===== config.mk =====
export PLATFORM = sky130hd
export DESIGN_NAME = cnt_cmd_sched
export DESIGN_NICKNAME = d
export VERILOG_FILES = /design/src/rtl/cnt_pkg.sv /design/src/rtl/rr_arb2.sv /design/src/rtl/cnt_cmd_sched.sv
export SDC_FILE = /design/constraint.sdc
export NUM_CORES = 1
export LEC_CHECK = 0
export CAP_MARGIN = 20
export CORE_MARGIN = 2
export CORE_UTILIZATION = 54
export DETAILED_ROUTE_END_ITERATION = 8
export PLACE_DENSITY = 0.95
export SLEW_MARGIN = 20
export SYNTH_ARGS = -nofsm -noshare
export SYNTH_HDL_FRONTEND = slang
export SYNTH_HIERARCHICAL = 1
export SYNTH_SLANG_ARGS = --single-unit
export TNS_END_PERCENT = 5

===== constraint.sdc =====
create_clock -name clk_i -period 3.6 [get_ports clk_i]
set_input_delay 1.08 -clock clk_i [delete_from_list [all_inputs] [get_ports clk_i]]
set_output_delay 1.08 -clock clk_i [all_outputs]
set_load 0.005 [all_outputs]

===== src/rtl/cnt_pkg.sv =====
// Shared definitions for the counter command scheduler, its counter and scoreboard.
package cnt_pkg;

  // Counter mode encodings
  localparam logic [1:0] MODO_UP   = 2'b00;
  localparam logic [1:0] MODO_DOWN = 2'b01;
  localparam logic [1:0] MODO_UP3  = 2'b10;
  localparam logic [1:0] MODO_LOAD = 2'b11;

  // Scheduler FSM states
  typedef enum logic [1:0] {
    ST_IDLE   = 2'b00,
    ST_RUN    = 2'b01,
    ST_SETTLE = 2'b10,
    ST_RESP   = 2'b11
  } state_e;

  // Round-robin pick: on contention the requester that did not own the counter last wins.
  function automatic logic rr_pick(input logic req0, input logic req1, input logic last_owner);
    if (req0 && req1) begin
      return ~last_owner;
    end
    return req1;
  endfunction

endpackage


===== src/rtl/rr_arb2.sv =====
// Two-way round-robin arbiter: turns two requests plus last owner into a grant index.
module rr_arb2
  import cnt_pkg::*;
(
  input  logic req0_i,
  input  logic req1_i,
  input  logic last_owner_i,
  output logic valid_o,
  output logic idx_o
);

  // Any request is grantable; the index alternates only under contention
  always_comb begin
    valid_o = req0_i | req1_i;
    idx_o   = rr_pick(req0_i, req1_i, last_owner_i);
  end

endmodule


===== src/rtl/cnt_cmd_sched.sv =====
// Round-robin command scheduler sharing one 4-bit counter between two requesters.
module cnt_cmd_sched
  import cnt_pkg::*;
#(
  parameter int unsigned LEN_W   = 4,
  parameter int unsigned TIMEOUT = 32
) (
  input  logic             clk_i,
  input  logic             reset_i,
  input  logic             req0_i,
  input  logic [1:0]       modo0_i,
  input  logic [3:0]       d0_i,
  input  logic [LEN_W-1:0] len0_i,
  output logic             gnt0_o,
  output logic             done0_o,
  input  logic             req1_i,
  input  logic [1:0]       modo1_i,
  input  logic [3:0]       d1_i,
  input  logic [LEN_W-1:0] len1_i,
  output logic             gnt1_o,
  output logic             done1_o,
  output logic             enable_o,
  output logic [1:0]       modo_o,
  output logic [3:0]       d_o,
  input  logic             rco_i,
  input  logic [3:0]       q_i,
  output logic [3:0]       q_res_o,
  output logic             err_o,
  output logic             busy_o
);

  // Wide enough to count both a full len and the TIMEOUT limit
  localparam int unsigned CntW = LEN_W + 6;
  localparam logic [CntW-1:0] TimeoutC = CntW'(TIMEOUT);

  state_e           state_q, state_d;
  logic             owner_q, owner_d;
  logic             last_owner_q, last_owner_d;
  logic [1:0]       modo_q, modo_d;
  logic [3:0]       d_q, d_d;
  logic [LEN_W-1:0] len_q, len_d;
  logic [CntW-1:0]  run_cnt_q, run_cnt_d;
  logic             err_pend_q, err_pend_d;
  logic [3:0]       q_res_q, q_res_d;
  logic             gnt_q, gnt_d;

  logic             arb_valid;
  logic             arb_idx;
  logic [CntW-1:0]  cnt_inc;
  logic [CntW-1:0]  len_ext;

  rr_arb2 u_arb (
    .req0_i       (req0_i),
    .req1_i       (req1_i),
    .last_owner_i (last_owner_q),
    .valid_o      (arb_valid),
    .idx_o        (arb_idx)
  );

  // Saturating enable-cycle count including the current RUN edge
  always_comb begin
    cnt_inc = (run_cnt_q == '1) ? run_cnt_q : run_cnt_q + CntW'(1);
    len_ext = CntW'(len_q);
  end

  // Next-state logic: grant, run, settle, respond
  always_comb begin
    state_d      = state_q;
    owner_d      = owner_q;
    last_owner_d = last_owner_q;
    modo_d       = modo_q;
    d_d          = d_q;
    len_d        = len_q;
    run_cnt_d    = run_cnt_q;
    err_pend_d   = err_pend_q;
    q_res_d      = q_res_q;
    gnt_d        = 1'b0;

    unique case (state_q)
      ST_IDLE: begin
        if (arb_valid) begin
          state_d      = ST_RUN;
          owner_d      = arb_idx;
          last_owner_d = arb_idx;
          modo_d       = arb_idx ? modo1_i : modo0_i;
          d_d          = arb_idx ? d1_i : d0_i;
          len_d        = arb_idx ? len1_i : len0_i;
          run_cnt_d    = '0;
          err_pend_d   = 1'b0;
          gnt_d        = 1'b1;
        end
      end
      ST_RUN: begin
        run_cnt_d = cnt_inc;
        if (modo_q == MODO_LOAD) begin
          state_d = ST_SETTLE;
        end else if (len_q != '0) begin
          if (cnt_inc == len_ext) begin
            state_d = ST_SETTLE;
          end
        end else if (rco_i) begin
          state_d = ST_SETTLE;
        end else if (cnt_inc == TimeoutC) begin
          err_pend_d = 1'b1;
          state_d    = ST_SETTLE;
        end
      end
      ST_SETTLE: begin
        q_res_d = q_i;
        state_d = ST_RESP;
      end
      ST_RESP: begin
        state_d = ST_IDLE;
      end
      default: begin
        state_d = ST_IDLE;
      end
    endcase
  end

  // State and capture registers
  always_ff @(posedge clk_i or posedge reset_i) begin
    if (reset_i) begin
      state_q      <= ST_IDLE;
      owner_q      <= 1'b0;
      last_owner_q <= 1'b1;
      modo_q       <= MODO_UP;
      d_q          <= '0;
      len_q        <= '0;
      run_cnt_q    <= '0;
      err_pend_q   <= 1'b0;
      q_res_q      <= '0;
      gnt_q        <= 1'b0;
    end else begin
      state_q      <= state_d;
      owner_q      <= owner_d;
      last_owner_q <= last_owner_d;
      modo_q       <= modo_d;
      d_q          <= d_d;
      len_q        <= len_d;
      run_cnt_q    <= run_cnt_d;
      err_pend_q   <= err_pend_d;
      q_res_q      <= q_res_d;
      gnt_q        <= gnt_d;
    end
  end

  // Outputs decode straight from state so reset drops them immediately
  always_comb begin
    gnt0_o   = gnt_q & ~owner_q;
    gnt1_o   = gnt_q & owner_q;
    done0_o  = (state_q == ST_RESP) & ~owner_q;
    done1_o  = (state_q == ST_RESP) & owner_q;
    err_o    = (state_q == ST_RESP) & err_pend_q;
    enable_o = (state_q == ST_RUN);
    busy_o   = (state_q != ST_IDLE);
    modo_o   = modo_q;
    d_o      = d_q;
    q_res_o  = q_res_q;
  end

endmodule


==> impl_metrics.py, run 1 <==
metrics = {
    "status": {
        "outcome": "completed",
    },
    "sta": {
        "final.period_utilization_pct": 82.1,
        "timing.slew.headroom_pct": 61.8,
        "rsz0062_at_grt": "no",
        "skew_ps": 6.47,
        "fin_setup_tns_ps": 0,
        "final-hold-violation-count": 0,
        "worstMarginPinSlew_ps": 573,
        "fin_hold_ws_ps": 502,
        "slew_viol_final": 0,
        "setup_viol": 0,
        "period_minus_slack_ps": 2960,
        "fmax_ghz": 0.338,
    },
    "synthesis": {
        "synth_cells": 221,
        "syn_area_per_cell_um2": 9.01,
        "synth_cell_types": 55,
        "syn-cell-area_mm2": 0.00199,
        "yosysSeqAreaShare_pct": 37.8,
        "synth_top_area_cell": "dfrtp_1",
        "ys.flop_type": "dfrtp_1",
        "synth_edf_count": 0,
        "ys_ff_latch": 30,
        "synth_top_area_share_pct": 36.4,
        "synth_warnings": 6,
        "async_reset_ff_share_pct": 100,
        "synthTopCellsByArea": "dfrtp_1 36%, mux2i_1 6.0%, nor2_1 4.9%, a21oi_1 4.3%, o21ai_0 4.3%",
        "synthesis.nets": 255,
    },
    "global_route": {
        "grt_max_degree": 25,
        "grt_pass1_vias": 1837,
        "track_usage_pct": 28.4,
        "grt_antenna_before_repair": 0,
        "grt_pass1_wl_um": 8910,
        "grt-ovfl-total": 0,
    },
    "critical_path": {
        "cp_slowest_cell": "dfrtp_1",
        "criticalPathCategory": "register to register",
        "r2r_cells": 8,
        "cp-end-kind": "register",
        "startpoint_type": "register",
        "worstPathArrival_ps": 3130,
        "cp_max_fo": 12,
        "crit_family": "simple AND/OR/NAND/NOR gates",
        "slowest_delay_ps": 500,
        "r2r-start": "run_cnt_q[1]",
        "regToRegEndpoint": "state_q[1]",
        "crit_buf_inv": 0,
        "reg2reg_slack_ps": 640,
        "crit_chain": "ha_1, and2_1, a21oi_1, or3b_2, nor4_2, a31o_1, nand3_2, mux2_4",
        "cp.required_ps": 3770,
    },
    "drt": {
        "drtPass1Iterations": 4,
        "first_iter_violations": 163,
        "antenna_left": 0,
        "routed_wirelength_um": 5330,
        "via_per_inst": 6.03,
        "vias": 1870,
        "post-route-drc-count": 0,
        "avgRoutedWirePerCell_um": 17.2,
    },
    "power_and_ir_drop": {
        "p_per_area_mw_per_mm2": 680,
        "p_leak_nw": 1.07,
        "ir_worst_vdd_uv": 519,
    },
    "cts": {
        "ctsHoldBuffers": 0,
        "htree_num_levels": 2,
        "clockRootBuffer": "clkbuf_8",
        "postCtsResizedCells": 0,
        "cts_num_sinks": 30,
        "cts_buffers": 5,
        "cts_setup_buffers": 0,
        "cts_tree": "built",
        "clk_path_buf_depth": 2,
        "clock_latency_ps": 290,
        "clkSlewWorstSetupHoldPaths_ps": 70,
    },
    "hold_path": {
        "worstHoldPathType": "register to register",
        "min_delay_path_depth": 2,
        "whs_endpoint": "last_owner_q",
        "hp-start": "last_owner_q",
    },
    "final_layout": {
        "fin_util_pct": 69.7,
        "area_delta_synth_final_pct": 26.3,
        "drive_above_1_share_pct": 11.1,
        "ff_latch_area_um2": 752,
        "diodes": 0,
        "most-common-layout-cells": "45 x clkdlybuf4s50_1, 29 x dfrtp_1, 26 x nor2_1",
        "nets": 295,
        "multi_input_area_mm2": 0.00110,
        "layout_commonest_cell": "clkdlybuf4s50_1",
        "fillers": 243,
    },
    "placement": {
        "port_buffers": 45,
        "dp_hpwl_um": 3740,
        "gp_congestion": 1.00,
    },
    "die": {
        "die_h_um": 64.7,
        "core_area_mm2": 0.00361,
        "rows": 22,
        "die_w_um": 64.7,
        "die_area_mm2": 0.00419,
        "start_util_pct": 55.2,
        "io_pins": 46,
    },
    "run": {
        "max_cap_viol_count": 0,
    },
}
-- power breakdown --
group          total, W  switching (W)  internal (W)  leakage (nW)
registers      0.000582       0.000121      0.000461         0.368
logic          0.000841       0.000413      0.000428         0.655
clock network  0.000287       0.000134      0.000153        0.0472
-- routing by layer --
metal  global-route usage (%)  vias to the layer above  share of wire, %
met5                        0                        -                 0
li1                         -                      865                 -
met1                     33.5                      876                39
met3                     7.64                       21               8.2
met4                     15.2                        0               3.2
met2                     46.9                      108                49
-- through the flow --
stage                     power, W  instance area [um2]  setup WS (ps)  instances
final                      0.00171                 2510            644        310
after global routing       0.00182                 2510            475        310
after CTS                  0.00171                 2510            689        310
after detailed placement   0.00140                 2420            704        302
after global placement     0.00135                 2420            804        302
after floorplan            0.00106                 1990           1300        221
-- cell usage after synthesis, types with 2 or more instances --
master	count
a41oi_1	2
a31oi_1	7
a22o_1	3
and3_1	2
xnor2_1	4
clkbuf_1	6
nand2b_1	2
a211oi_1	2
buf_4	2
nor2_1	26
o2111ai_1	2
and2_1	7
nor3_1	2
clkbuf_8	2
nand3_1	6
buf_6	3
a21oi_1	17
mux2i_1	12
dfrtp_1	29
mux2_2	4
ha_1	5
nand2_1	17
o21ai_0	17
nor2b_1	4
inv_1	7
nand4_1	2
-- cell families (layout without fill, tap and decap cells) --
logic type,count (synthesis),after routing,synth area share (%)
AND/OR/NAND/NOR,81,81,21.6
buffers and inverters,23,64,6.97
AO/OA/AOI/OAI,60,60,19.3
adder cells (fa/ha/maj),5,5,3.14
multiplexers,17,17,9.05
flip-flops,30,30,37.8
XOR/XNOR,5,5,2.20
-- worst min-delay path, delay by kind of cell (launching register included) --
kind | cells | cell delay (ps)
DFF | 1 | 370
AOI/OAI and AO/OA | 1 | 70
buffers and inverters | 1 | 50
-- registers in the layout (all words and copies together), names as in the netlist --
register      flops
modo_o            2
state_q           2
len_q             4
owner_q           1
run_cnt_q        10
q_res_o           4
last_owner_q      1
gnt_q             1
err_pend_q        1
d_o               4
-- final cells by class --
type	instances	share of cell area, %
clock buffers	6	3.28
clock inverters	2	0.498
inverters	7	1.04
multi-input cells	168	43.8
flip-flops and latches	30	29.9
well taps	48	2.39
repair buffers	49	19.1
-- worst max path at each step --
stage | startpoint | cells after the start | end | slack (ps)
floorplan | req1_i | 5 | state_q[1] | 1300
finish | run_cnt_q[1] | 8 | state_q[1] | 640
global route | run_cnt_q[1] | 8 | state_q[1] | 480
CTS | run_cnt_q[1] | 8 | state_q[1] | 690
global placement | run_cnt_q[0] | 8 | state_q[1] | 800
detailed placement | run_cnt_q[1] | 8 | state_q[1] | 700
Power figures use the tool's default switching activity.
==> run 2, diff against run 1 <==
--- a/config.mk
+++ b/config.mk
@@ -7,9 +7,9 @@
 export LEC_CHECK = 0
 export CAP_MARGIN = 20
 export CORE_MARGIN = 2
-export CORE_UTILIZATION = 54
+export CORE_UTILIZATION = 50
 export DETAILED_ROUTE_END_ITERATION = 8
-export PLACE_DENSITY = 0.95
+export PLACE_DENSITY = 0.91
 export SLEW_MARGIN = 20
 export SYNTH_ARGS = -nofsm -noshare
 export SYNTH_HDL_FRONTEND = slang
==> constraint.sdc (replaced) <==
create_clock -name clk_i -period 2.8 [get_ports clk_i]
set_input_delay 0.84 -clock clk_i [delete_from_list [all_inputs] [get_ports clk_i]]
set_output_delay 0.84 -clock clk_i [all_outputs]
set_load 0.005 [all_outputs]
==> impl_metrics.py, run 2 (synthesis results as in run 1) <==
metrics = {
    "status": {
        "outcome": "completed",
    },
    "global_route": {
        "grt_pass1_wl_um": 8190,
        "grt_pass1_vias": 1809,
        "grt_max_degree": 31,
        "grt_antenna_before_repair": 0,
        "grt-ovfl-total": 0,
        "track_usage_pct": 24.5,
    },
    "drt": {
        "wl_met2_um": 2220,
        "via_per_inst": 5.89,
        "antenna_left": 0,
        "vias": 1851,
        "drtPass1Iterations": 4,
        "first_iter_violations": 129,
        "dr_wl_met3_um": 387,
        "met1_length_um": 2080,
        "top_layer_used": "met4",
        "routed_wirelength_um": 4810,
        "post-route-drc-count": 0,
        "avgRoutedWirePerCell_um": 15.3,
    },
    "power_and_ir_drop": {
        "p_per_area_mw_per_mm2": 871,
        "p_leak_nw": 1.09,
        "ir_worst_vdd_uv": 539,
        "power.total_w": 0.00222,
    },
    "cts": {
        "ctsHoldBuffers": 0,
        "clkSlewWorstSetupHoldPaths_ps": 70,
        "clk_path_buf_depth": 2,
        "cts_num_sinks": 30,
        "htree_num_levels": 2,
        "clockRootBuffer": "clkbuf_8",
        "cts_setup_buffers": 0,
        "clock_latency_ps": 280,
        "cts_buffers": 5,
        "postCtsResizedCells": 0,
        "cts_tree": "built",
    },
    "run": {
        "max_cap_viol_count": 0,
    },
    "critical_path": {
        "crit_chain": "inv_1, ha_1, inv_1, clkdlybuf4s50_1",
        "crit_family": "buffers and inverters",
        "crit_path_frequent_cell": "inv_1",
        "r2r-start": "run_cnt_q[0]",
        "slowest_delay_ps": 470,
        "cp_max_fo": 9,
        "criticalPathCategory": "register to output pin",
        "r2r_cells": 8,
        "crit_buf_inv": 3,
        "regToRegEndpoint": "state_q[1]",
        "cp.required_ps": 1960,
        "worstPathArrival_ps": 1780,
        "reg2reg_slack_ps": 210,
        "cp_slowest_cell": "clkdlybuf4s50_1",
        "startpoint_type": "register",
        "critPathLaunch": "state_q[0]",
        "cp-end-kind": "output pin",
    },
    "final_layout": {
        "fin_util_pct": 68.0,
        "top_register": "run_cnt_q",
        "drive_above_1_share_pct": 12.4,
        "nets": 299,
        "diodes": 0,
        "most-common-layout-cells": "45 x clkdlybuf4s50_1, 29 x dfrtp_1, 26 x nor2_1",
        "layout_commonest_cell": "clkdlybuf4s50_1",
        "area_delta_synth_final_pct": 27.8,
        "largest_register_ffs": 10,
    },
    "die": {
        "core_area_mm2": 0.00374,
        "die_area_mm2": 0.00450,
        "rows": 22,
        "start_util_pct": 53.2,
        "io_pins": 46,
        "die_w_um": 67.1,
        "die_h_um": 67.1,
    },
    "hold_path": {
        "min_delay_path_depth": 1,
        "worstHoldPathType": "register to register",
        "whs_endpoint": "q_res_o[0]",
        "hp-start": "q_res_o[0]",
    },
    "sta": {
        "worstMarginPinSlew_ps": 500,
        "slew_viol_final": 0,
        "period_minus_slack_ps": 2620,
        "setup_viol": 0,
        "rsz0062_at_grt": "no",
        "final-hold-violation-count": 0,
        "timing.slew.headroom_pct": 66.2,
        "fin_hold_ws_ps": 511,
        "fin_setup_tns_ps": 0,
        "fmax_ghz": 0.382,
        "final.period_utilization_pct": 93.6,
        "skew_ps": 5.53,
    },
    "placement": {
        "port_buffers": 45,
        "dp_hpwl_um": 3540,
        "gp_congestion": 0.962,
    },
}
-- run 2: changes by cell type in the layout (fill, tap and decap cells not counted) --
cell | previous run | this run
buf_4 | 4 | 8
-- run 2: worst max-delay path by stage --
stage                  to  cells after the start
3_5_place_dp   state_q[1]                      6
6_report           busy_o                      4
4_1_cts            busy_o                      4
3_3_place_gp   state_q[1]                      6
5_1_grt        state_q[1]                      8
2_1_floorplan  state_q[1]                      9
-- run 2: power breakdown --
part	internal [W]	leakage, nW	switching [W]
registers	0.000593	0.368	0.000135
logic	0.000585	0.675	0.000538
clock network	0.000197	0.0472	0.000168
total	0.00137	1.09	0.000841
-- run 2: per-layer routing --
layer  track usage (%)  up-vias
met5                 0        -
li1                  -      875
met4              13.0        0
met2              36.9       85
met3              7.60       11
met1              31.2      880
-- run 2: layout make-up --
cell class                      instances  area [um2]
Clock inverter                          2        12.5
Fill cell                             303        1200
Inverter                                7        26.3
Clock buffer                            6        82.6
Timing Repair Buffer                   53         510
Multi-Input combinational cell        168        1100
Sequential cell                        30         752
Tap cell                               48        60.1
-- run 2: through the flow --
step                std cells  cell area, um2  setup slack (ps)
finish                    314            2540               180
global route              314            2540              42.9
CTS                       314            2540               194
detailed placement        306            2450               190
global placement          306            2450               258
floorplan                 221            1990               519
